<file path="src/rtl/iterative_alu_if.sv">
// rtl/iterative_alu_if.sv - request/response bundle between operand select, the iterative ALU and writeback
//
// Signals:
//   in_valid/in_ready      request handshake (upstream -> ALU)
//   aluControl, isShamt    operation code and shift-datapath select
//   srcA, srcB             operands; srcB low $clog2(WIDTH) bits are the shift amount
//   out_valid/out_ready    response handshake (ALU -> downstream)
//   result, zero           registered result and its zero flag
//   busy                   ALU is not idle
// Modports: master = upstream/downstream side, slave = the ALU.
interface iterative_alu_if #(
  parameter int WIDTH = 32
);
  logic             in_valid;
  logic             in_ready;
  logic [3:0]       aluControl;
  logic             isShamt;
  logic [WIDTH-1:0] srcA;
  logic [WIDTH-1:0] srcB;
  logic             out_valid;
  logic             out_ready;
  logic [WIDTH-1:0] result;
  logic             zero;
  logic             busy;

  modport master (
    output in_valid, aluControl, isShamt, srcA, srcB, out_ready,
    input  in_ready, out_valid, result, zero, busy
  );

  modport slave (
    input  in_valid, aluControl, isShamt, srcA, srcB, out_ready,
    output in_ready, out_valid, result, zero, busy
  );
endinterface

</file>
<file path="src/rtl/iterative_alu.sv">
// rtl/iterative_alu.sv - execute-stage ALU with single-cycle arith/logic and bit-serial shifts
//
// Ports:
//   clk    rising-edge clock
//   reset  asynchronous active-high reset, returns to IDLE and clears result
//   bus    iterative_alu_if.slave: request (in_valid/in_ready, aluControl, isShamt,
//          srcA, srcB), response (out_valid/out_ready, result, zero), busy
module iterative_alu #(
  parameter int WIDTH = 32
) (
  input  logic            clk,
  input  logic            reset,
  iterative_alu_if.slave  bus
);
  localparam int SW = $clog2(WIDTH);

  typedef enum logic [1:0] {IDLE, SHIFT, DONE} state_t;

  state_t           state, state_n;
  logic [WIDTH-1:0] acc, acc_n;
  logic [WIDTH-1:0] result_q, result_n;
  logic [SW-1:0]    cnt, cnt_n;
  logic [3:0]       op, op_n;

  logic [WIDTH-1:0] alu_out;
  logic [WIDTH-1:0] shift_out;
  logic [SW-1:0]    shamt;
  logic             is_shift_code;

  assign shamt         = bus.srcB[SW-1:0];
  assign is_shift_code = (bus.aluControl == 4'd2) || (bus.aluControl == 4'd6) ||
                         (bus.aluControl == 4'd7);

  // Single-cycle datapath. Shift codes land in the default arm: shifting is
  // only done by the iterative path, selected with isShamt.
  always_comb begin
    alu_out = '0;
    unique case (bus.aluControl)
      4'd0:    alu_out = bus.srcA + bus.srcB;
      4'd1:    alu_out = bus.srcA - bus.srcB;
      4'd3:    alu_out = {{(WIDTH-1){1'b0}}, ($signed(bus.srcA) < $signed(bus.srcB))};
      4'd4:    alu_out = {{(WIDTH-1){1'b0}}, (bus.srcA < bus.srcB)};
      4'd5:    alu_out = bus.srcA ^ bus.srcB;
      4'd8:    alu_out = bus.srcA | bus.srcB;
      4'd9:    alu_out = bus.srcA & bus.srcB;
      default: alu_out = '0;
    endcase
  end

  // One-bit shift step; op only ever holds 2, 6 or 7 while in SHIFT.
  always_comb begin
    shift_out = '0;
    unique case (op)
      4'd2:    shift_out = {acc[WIDTH-2:0], 1'b0};
      4'd6:    shift_out = {acc[WIDTH-1], acc[WIDTH-1:1]};
      default: shift_out = {1'b0, acc[WIDTH-1:1]};
    endcase
  end

  always_ff @(posedge clk or posedge reset) begin
    if (reset) begin
      state <= IDLE;
    end else begin
      state <= state_n;
    end
  end

  always_comb begin
    state_n  = state;
    acc_n    = acc;
    cnt_n    = cnt;
    op_n     = op;
    result_n = result_q;
    unique case (state)
      IDLE: begin
        if (bus.in_valid) begin
          op_n = bus.aluControl;
          if (!bus.isShamt) begin
            result_n = alu_out;
            state_n  = DONE;
          end else if (is_shift_code && (shamt == '0)) begin
            result_n = bus.srcA;
            state_n  = DONE;
          end else if (is_shift_code) begin
            acc_n   = bus.srcA;
            cnt_n   = shamt;
            state_n = SHIFT;
          end else begin
            result_n = '0;
            state_n  = DONE;
          end
        end
      end
      SHIFT: begin
        // The last step goes straight into result so acc never needs a final copy.
        if (cnt == SW'(1)) begin
          result_n = shift_out;
          state_n  = DONE;
        end else begin
          acc_n = shift_out;
          cnt_n = cnt - SW'(1);
        end
      end
      DONE: begin
        if (bus.out_ready) begin
          state_n = IDLE;
        end
      end
      default: state_n = IDLE;
    endcase
  end

  always_ff @(posedge clk or posedge reset) begin
    if (reset) begin
      acc      <= '0;
      cnt      <= '0;
      op       <= '0;
      result_q <= '0;
    end else begin
      acc      <= acc_n;
      cnt      <= cnt_n;
      op       <= op_n;
      result_q <= result_n;
    end
  end

  assign bus.in_ready  = (state == IDLE);
  assign bus.out_valid = (state == DONE);
  assign bus.busy      = (state != IDLE);
  assign bus.result    = result_q;
  assign bus.zero      = (result_q == '0);
endmodule
</file>
<file path="src/flat_wrapper.sv">
// flat-port wrapper written by rule: the top's interface ports become plain ports
module iterative_alu_flat 
#(
  parameter int WIDTH = 32
)
  (clk, reset, bus_in_valid, bus_aluControl, bus_isShamt, bus_srcA, bus_srcB, bus_out_ready, bus_in_ready, bus_out_valid, bus_result, bus_zero, bus_busy);
  iterative_alu_if #(.WIDTH(WIDTH)) bus_i ();
  input  logic clk;
  input  logic reset;
  input wire logic [$bits(bus_i.in_valid)-1:0] bus_in_valid;
  input wire logic [$bits(bus_i.aluControl)-1:0] bus_aluControl;
  input wire logic [$bits(bus_i.isShamt)-1:0] bus_isShamt;
  input wire logic [$bits(bus_i.srcA)-1:0] bus_srcA;
  input wire logic [$bits(bus_i.srcB)-1:0] bus_srcB;
  input wire logic [$bits(bus_i.out_ready)-1:0] bus_out_ready;
  output wire logic [$bits(bus_i.in_ready)-1:0] bus_in_ready;
  output wire logic [$bits(bus_i.out_valid)-1:0] bus_out_valid;
  output wire logic [$bits(bus_i.result)-1:0] bus_result;
  output wire logic [$bits(bus_i.zero)-1:0] bus_zero;
  output wire logic [$bits(bus_i.busy)-1:0] bus_busy;
  assign bus_i.in_valid = bus_in_valid;
  assign bus_i.aluControl = bus_aluControl;
  assign bus_i.isShamt = bus_isShamt;
  assign bus_i.srcA = bus_srcA;
  assign bus_i.srcB = bus_srcB;
  assign bus_i.out_ready = bus_out_ready;
  assign bus_in_ready = bus_i.in_ready;
  assign bus_out_valid = bus_i.out_valid;
  assign bus_result = bus_i.result;
  assign bus_zero = bus_i.zero;
  assign bus_busy = bus_i.busy;
  iterative_alu #(.WIDTH(WIDTH)) u_core (.clk(clk), .reset(reset), .bus(bus_i));
endmodule
</file>
<file path="config.mk">
export PLATFORM = sky130hd
export DESIGN_NAME = iterative_alu_flat
export DESIGN_NICKNAME = d
export VERILOG_FILES = /design/src/rtl/iterative_alu_if.sv /design/src/rtl/iterative_alu.sv /design/src/flat_wrapper.sv
export SDC_FILE = /design/constraint.sdc
export NUM_CORES = 1
export LEC_CHECK = 0
export CAP_MARGIN = 5
export CORE_AREA = 2 2 138 194
export DETAILED_ROUTE_END_ITERATION = 10
export DIE_AREA = 0 0 140 196
export PLACE_DENSITY = 0.56
export RECOVER_POWER = 50
export SETUP_SLACK_MARGIN = 0.5
export SLEW_MARGIN = 20
export SYNTH_ARGS = -nofsm -noshare
export SYNTH_HDL_FRONTEND = slang
export SYNTH_SLANG_ARGS = --single-unit
export TNS_END_PERCENT = 10
</file>
<file path="constraint.sdc">
create_clock -name clk -period 3.45 [get_ports clk]
set_clock_uncertainty 0.1 [all_clocks]
set_input_delay 0.69 -clock clk [delete_from_list [all_inputs] [get_ports clk]]
set_output_delay 0.69 -clock clk [all_outputs]
set_load 0.01 [all_outputs]
</file>
Yosys cells after proc, flatten, opt, wreduce, memory -nomap -nowiden
Cells that the tools add are included.
{ "word_totals": {"regBits": 75, "elab_cells": 75} }
{ "op_classes": {"add_sub_neg": 3, "n_lt_le_gt_ge": 2, "n_eq_ne": 22, "mux": 27, "bitwise": 3, "n_reduce_logical": 13} }
{ "ops": {"columns": ["op", "count"], "rows": [
  ["32-bit 2-to-1 mux", 10],
  ["32-bit one-hot mux with 7 select lines", 1],
  ["32-bit one-hot mux with 2 select lines", 3],
  ["32-bit < comparator", 2],
  ["32-bit adder", 1],
  ["32-bit bitwise AND", 1],
  ["32-bit zero test", 1],
  ["32-bit OR", 1],
  ["32-bit subtractor", 1],
  ["32-bit bitwise XOR", 1],
  ["5-bit 2-to-1 mux", 5],
  ["4-bit by 3-bit equality test with 1-bit output, second input constant", 5],
  ["4-bit by 2-bit equality test with 1-bit output, second input constant", 3],
  ["2-bit 2-to-1 mux", 6],
  ["2-bit inequality test, second input constant", 5],
  ["5-bit one-hot mux with 2 select lines", 1],
  ["4-bit equality test, second input constant", 2],
  ["2-bit one-hot mux with 3 select lines", 1],
  ["6-bit AND reduction", 1],
  ["5-bit by 1-bit equality test with 1-bit output, second input constant", 1],
  ["5-bit zero test", 1],
  ["5-bit by 1-bit subtractor with 5-bit output, second input constant", 1],
  ["4-bit by 1-bit equality test with 1-bit output, second input constant", 1],
  ["4-bit zero test", 1],
  ["other kinds (11)", 14]
]} }

Longest topological paths before layout
{ "depth": {"ltp_word": 8, "depth_mapped": 14, "depth_no_buf": 14} }

Worst setup path after synthesis
Ideal clock, no wire load.
{ "synth_timing": {"path_type": "input -> register", "from": "in bus_srcA[0]", "to": "reg u_core.result_q[26] (netlist: u_core.bus.result[26])", "setup_ps": 73, "t_arrival_ps": 3359, "slack_ps": -82, "cell_stages": 14, "n_path_buf": 0, "cell_sequence": "inv_1 > ha_1 > inv_1 > fa_1 > or2b_1 > a221oi_2 > or3_4 > a221oi_4 > o21bai_2 > o21ai_2 > a21oi_1 > or4_1 > a31o_1 > a21oi_2"} }
{ "synth_via": {"elab_chain_len": 5} }
{ "synth_lines": {"columns": ["element", "line_no", "source"], "rows": [
  ["start, declared", "flat_wrapper.sv:13", "input wire logic [$bits(bus_i.srcA)-1:0] bus_srcA;"],
  ["32-bit subtractor or 32-bit adder (tied branches)", "iterative_alu.sv:40, iterative_alu.sv:39", null],
  ["32-bit one-hot mux with 7 select lines (*)", "iterative_alu.sv:38", "unique case (bus.aluControl)"],
  ["32-bit 2-to-1 mux (*)", "iterative_alu.sv:78", "if (!bus.isShamt) begin"],
  ["32-bit 2-to-1 mux (*)", "iterative_alu.sv:76", "if (bus.in_valid) begin"],
  ["32-bit one-hot mux with 2 select lines (*)", "iterative_alu.sv:74", "unique case (state)"],
  ["end signal, assigned", "iterative_alu.sv:123", "result_q <= result_n;"],
  ["end, declared", "iterative_alu.sv:21", "logic [WIDTH-1:0] result_q, result_n;"]
]} }
Every way passes the cells marked *; elsewhere a longest branch is shown, timed or not. The select of a mux whose other input is x is not followed.
A chain may end at the register's enable or synchronous reset.

Final worst setup path
{ "layout_timing": {"from": "in bus_srcA[0]", "to": "reg u_core.result_q[28] (netlist: u_core.bus.result[28])"} }
Same word-level chain as after synthesis.

==> flow_summary.ini <==
[detailed_routing]
avgRoutedWirePerCell_um = 20.2
drc_violation_total_after_the_first_tritonroute_iteration = 701
wl_met2_mm = 18.7
postRouteWirelength_mm = 38.7
route.vias.total = 10631
met1Wirelength_mm = 16.0
detail_route.first_pass.iterations = 8
drt.antenna.violating_nets = 0
drt-vias-per-instance = 5.57
drc = 6
met3RoutedLength_mm = 1.75
top_layer = met4

[floorplan]
chipHeight_um = 196
boundaryPins = 109
placeableCoreArea_sq_um = 25800
starting_density = 0.345
die_outline_width_um = 140
die_area_sq_um = 27400
rows = 70

[critical_path]
crit_chain = buf_8 -> inv_6 -> ha_4 -> inv_2 -> fa_2 -> or2b_1 -> a221oi_4 -> or3_4 -> a221oi_4 -> o21bai_2 -> buf_6 -> o2111ai_4 -> a211oi_2 -> xnor2_1 -> a221oi_1 -> o21ai_1
cpLargestDelayFamily = compound AO/OA/AOI/OAI gates
end_kind = register
path_class = in -> reg
worstPathMaxFanout = 4
cpMostUsedCell = sky130_fd_sc_hd__a221oi_4
critical_path_buf_inv_count = 4
critPathLaunchType = input pin
worst_ep_required_time_ns = 3.59
slowest_cp_cell = sky130_fd_sc_hd__or3_4
critical_path_arrival_ns = 3.56
max_stage_delay_ns = 0.44

[timing]
rsz0062_at_grt = true
slew_violations = 43
timing.fmax_mhz = 293
final_min_period_over_clock_period = 0.990
finalSetupViolCount = 0
layout_min_cycle_time_ns = 3.42
slew_at_the_pin_closest_to_its_max_slew_limit_ns = 2.04
final-hold-violation-count = 0
max_slew_margin = -0.370
layout_setup_ws_ns = 0.0338

[placed_design]
io_buffers = 108
post_place_cell_area_sq_um = 12400
dp.final_hpwl_mm = 30.5
dpl_ws_ns = -0.866
place_congestion = 0.986
placedCellCount = 1857

[outcome]
outcome = complete, but fails checks
violations = DRC, capacitance limit, slew limit

[global_route]
grt.overflow.total = 0
grt_pass1_vias = 10916
grt_use_total = 0.285
grt_first_pass_wirelength_mm = 61.0
pin_count_of_the_biggest_net_entering_global_routing = 43
antenna_found_initial = 0

[pwr]
power.density_cell_area_nw_per_um2 = 447
total_leakage_power_nw = 6.23
irDropWorstVdd_mv = 0.442
post-layout-total-power_mw = 6.26

[finish]
finalNetCount = 1761
final_area_sq_um = 14000
area_delta_synth_final_pct = 57.3
final_core_utilization = 0.542
insertedDiodeCount = 0
final_layout_size_suffix_gt1_frac = 0.355
final_cells = 1910

[clock_network]
postCtsHoldBufs = 0
clockRootBuffer = sky130_fd_sc_hd__clkbuf_16
number_of_h_tree_levels = 3
cts.sink_count = 75
cts_tree = yes
tritoncts.num_buffers = 9
worst_skew_pair.late_latency_ns = 0.36
clkSlewWorstSetupHoldPaths_ns = 0.06
clk_path_buf_depth = 2

[synthesis]
synth_enable_flop_cells = 0
post_synthesis_instance_total = 1213
netlist-cell-type-count = 81
yosysTopAreaCell = sky130_fd_sc_hd__dfrtp_1
synthTopCellsByArea = sky130_fd_sc_hd__dfrtp_1, sky130_fd_sc_hd__ha_1, sky130_fd_sc_hd__a21oi_1, sky130_fd_sc_hd__nor2_1, sky130_fd_sc_hd__o21ai_0
mapped_cell_area_sq_um = 8900
synth_top_area_share = 0.211
synth.cells.most_frequent = sky130_fd_sc_hd__nor2_1, sky130_fd_sc_hd__a21oi_1, sky130_fd_sc_hd__ha_1
ys_seq_elements = 75
post-synth-top-count-cell = sky130_fd_sc_hd__nor2_1
synthArstFlopShare = 1.00
synth-warning-count = 0
ys_flop_type = sky130_fd_sc_hd__dfrtp_1
syn-num-nets = 1393
seq_area_frac_synth = 0.211
mean_post_synth_cell_area_sq_um = 7.34

[flow_run]
cap_viol_max_count = 1

[worst_hold_path]
timing.hold.worst.class = reg -> reg
==> cells by family (layout without fill, tap and decap cells) <==
group	after synthesis	after routing	share of synthesized area
buffers and inverters	187	560	0.0822
XOR/XNOR	18	18	0.0177
adder cells (fa/ha/maj)	107	107	0.152
flip-flops	75	75	0.211
AO/OA/AOI/OAI	412	412	0.298
multiplexers	42	42	0.0481
AND/OR/NAND/NOR	372	372	0.191
==> final timing paths <==
kind / depth (start not counted) / from / slack, ns / end
min in group asynchronous: 2 / reset / 1.21 / u_core.cnt[4]$_DFFE_PP0P_
worst min register to register: 1 / u_core.op[1]$_DFFE_PP0P_ / 0.40 / u_core.op[1]$_DFFE_PP0P_
worst max register to register: 8 / u_core.state[1]$_DFFE_PP0P_ / 0.75 / u_core.bus.result[14]$_DFFE_PP0P_
worst min-delay path: 1 / u_core.op[1]$_DFFE_PP0P_ / 0.40 / u_core.op[1]$_DFFE_PP0P_
worst max-delay path: 16 / bus_srcA[0] / 0.03 / u_core.bus.result[28]$_DFFE_PP0P_
max in group asynchronous: 3 / reset / 0.37 / u_core.bus.result[12]$_DFFE_PP0P_
==> repair_timing <==
item | 4_1_cts | 5_1_grt
gates cloned | 0 | 0
resized for setup | 302 | 50
endpoints found under the setup margin | 31 | 28
pin swaps | 100 | 86
setup buffers | 35 | 2
==> per-layer routing <==
| metal | vias up | track usage |
|---|---|---|
| met1 | 5099 | 0.349 |
| met5 | - | 0 |
| met2 | 334 | 0.491 |
| met3 | 117 | 0.0320 |
| met4 | 0 | 0.151 |
| li1 | 5081 | - |
==> worst reg2reg max path, cell delays in order, from the launching register on <==
cell and delay (ns):
sky130_fd_sc_hd__dfrtp_1 0.40, sky130_fd_sc_hd__or2_2 0.35, sky130_fd_sc_hd__inv_1 0.09, sky130_fd_sc_hd__and2_0 0.30
sky130_fd_sc_hd__a21oi_1 0.12, sky130_fd_sc_hd__or2_1 0.43, sky130_fd_sc_hd__buf_4 0.29, sky130_fd_sc_hd__a2111oi_0 0.41
sky130_fd_sc_hd__nor2_1 0.09
==> flip-flops by register name, summed over array words and instances (netlist names) <==
| signal | cells |
|---|---|
| u_core.acc | 32 |
| u_core.bus.result | 32 |
| u_core.cnt | 5 |
| u_core.op | 4 |
| u_core.state | 2 |
==> area by class of cell <==
| cell class | count | area [sq um] |
|---|---|---|
| clock buffers | 13 | 260 |
| clock inverters | 3 | 68.8 |
| fillers | 2437 | 11800 |
| inverters | 108 | 422 |
| multi-input cells | 951 | 7260 |
| flip-flops and latches | 75 | 1880 |
| well taps | 324 | 405 |
| repair buffers | 436 | 3710 |
==> through the flow <==
| step | setup TNS (ns) | hold WS (ns) |
|---|---|---|
| floorplan | 0 | 0.350 |
| global placement | -15.72 | 0.374 |
| detailed placement | -16.51 | 0.388 |
| CTS | -0.0202 | 0.403 |
| global route | -2.44 | 0.419 |
| finish | 0 | 0.401 |
==> placed cells by master, fill, tap and decap left out, types with 12 or more instances in the layout <==
cell type                         netlist  final
sky130_fd_sc_hd__buf_4                  1    298
sky130_fd_sc_hd__nor2_1               160    146
sky130_fd_sc_hd__a21oi_1              129    111
sky130_fd_sc_hd__nand2_1               91     88
sky130_fd_sc_hd__o21ai_0               86     79
sky130_fd_sc_hd__dfrtp_1               75     75
sky130_fd_sc_hd__ha_1                 105     71
sky130_fd_sc_hd__inv_1                 99     66
sky130_fd_sc_hd__clkdlybuf4s50_1        0     51
sky130_fd_sc_hd__mux2i_1               36     36
sky130_fd_sc_hd__inv_2                  7     35
sky130_fd_sc_hd__a221oi_1              33     32
sky130_fd_sc_hd__buf_6                  1     29
sky130_fd_sc_hd__ha_4                   0     25
sky130_fd_sc_hd__nor3_1                27     19
sky130_fd_sc_hd__a31oi_1               22     18
sky130_fd_sc_hd__o21ai_1               14     17
sky130_fd_sc_hd__xnor2_1               17     17
sky130_fd_sc_hd__nand3_1               18     16
sky130_fd_sc_hd__a21oi_2                1     15
sky130_fd_sc_hd__a21o_1                14     13
sky130_fd_sc_hd__a211oi_1              18     12
sky130_fd_sc_hd__clkdlybuf4s15_2        0     12
sky130_fd_sc_hd__dlygate4sd3_1          0     12
==> report_power, final <==
| part | internal [mW] | total (mW) | switching [mW] |
|---|---|---|---|
| Clock | 0.677 | 1.10 | 0.421 |
| Combinational | 1.65 | 3.49 | 1.83 |
| Sequential | 1.27 | 1.68 | 0.406 |
Power figures use the tool's default switching activity.
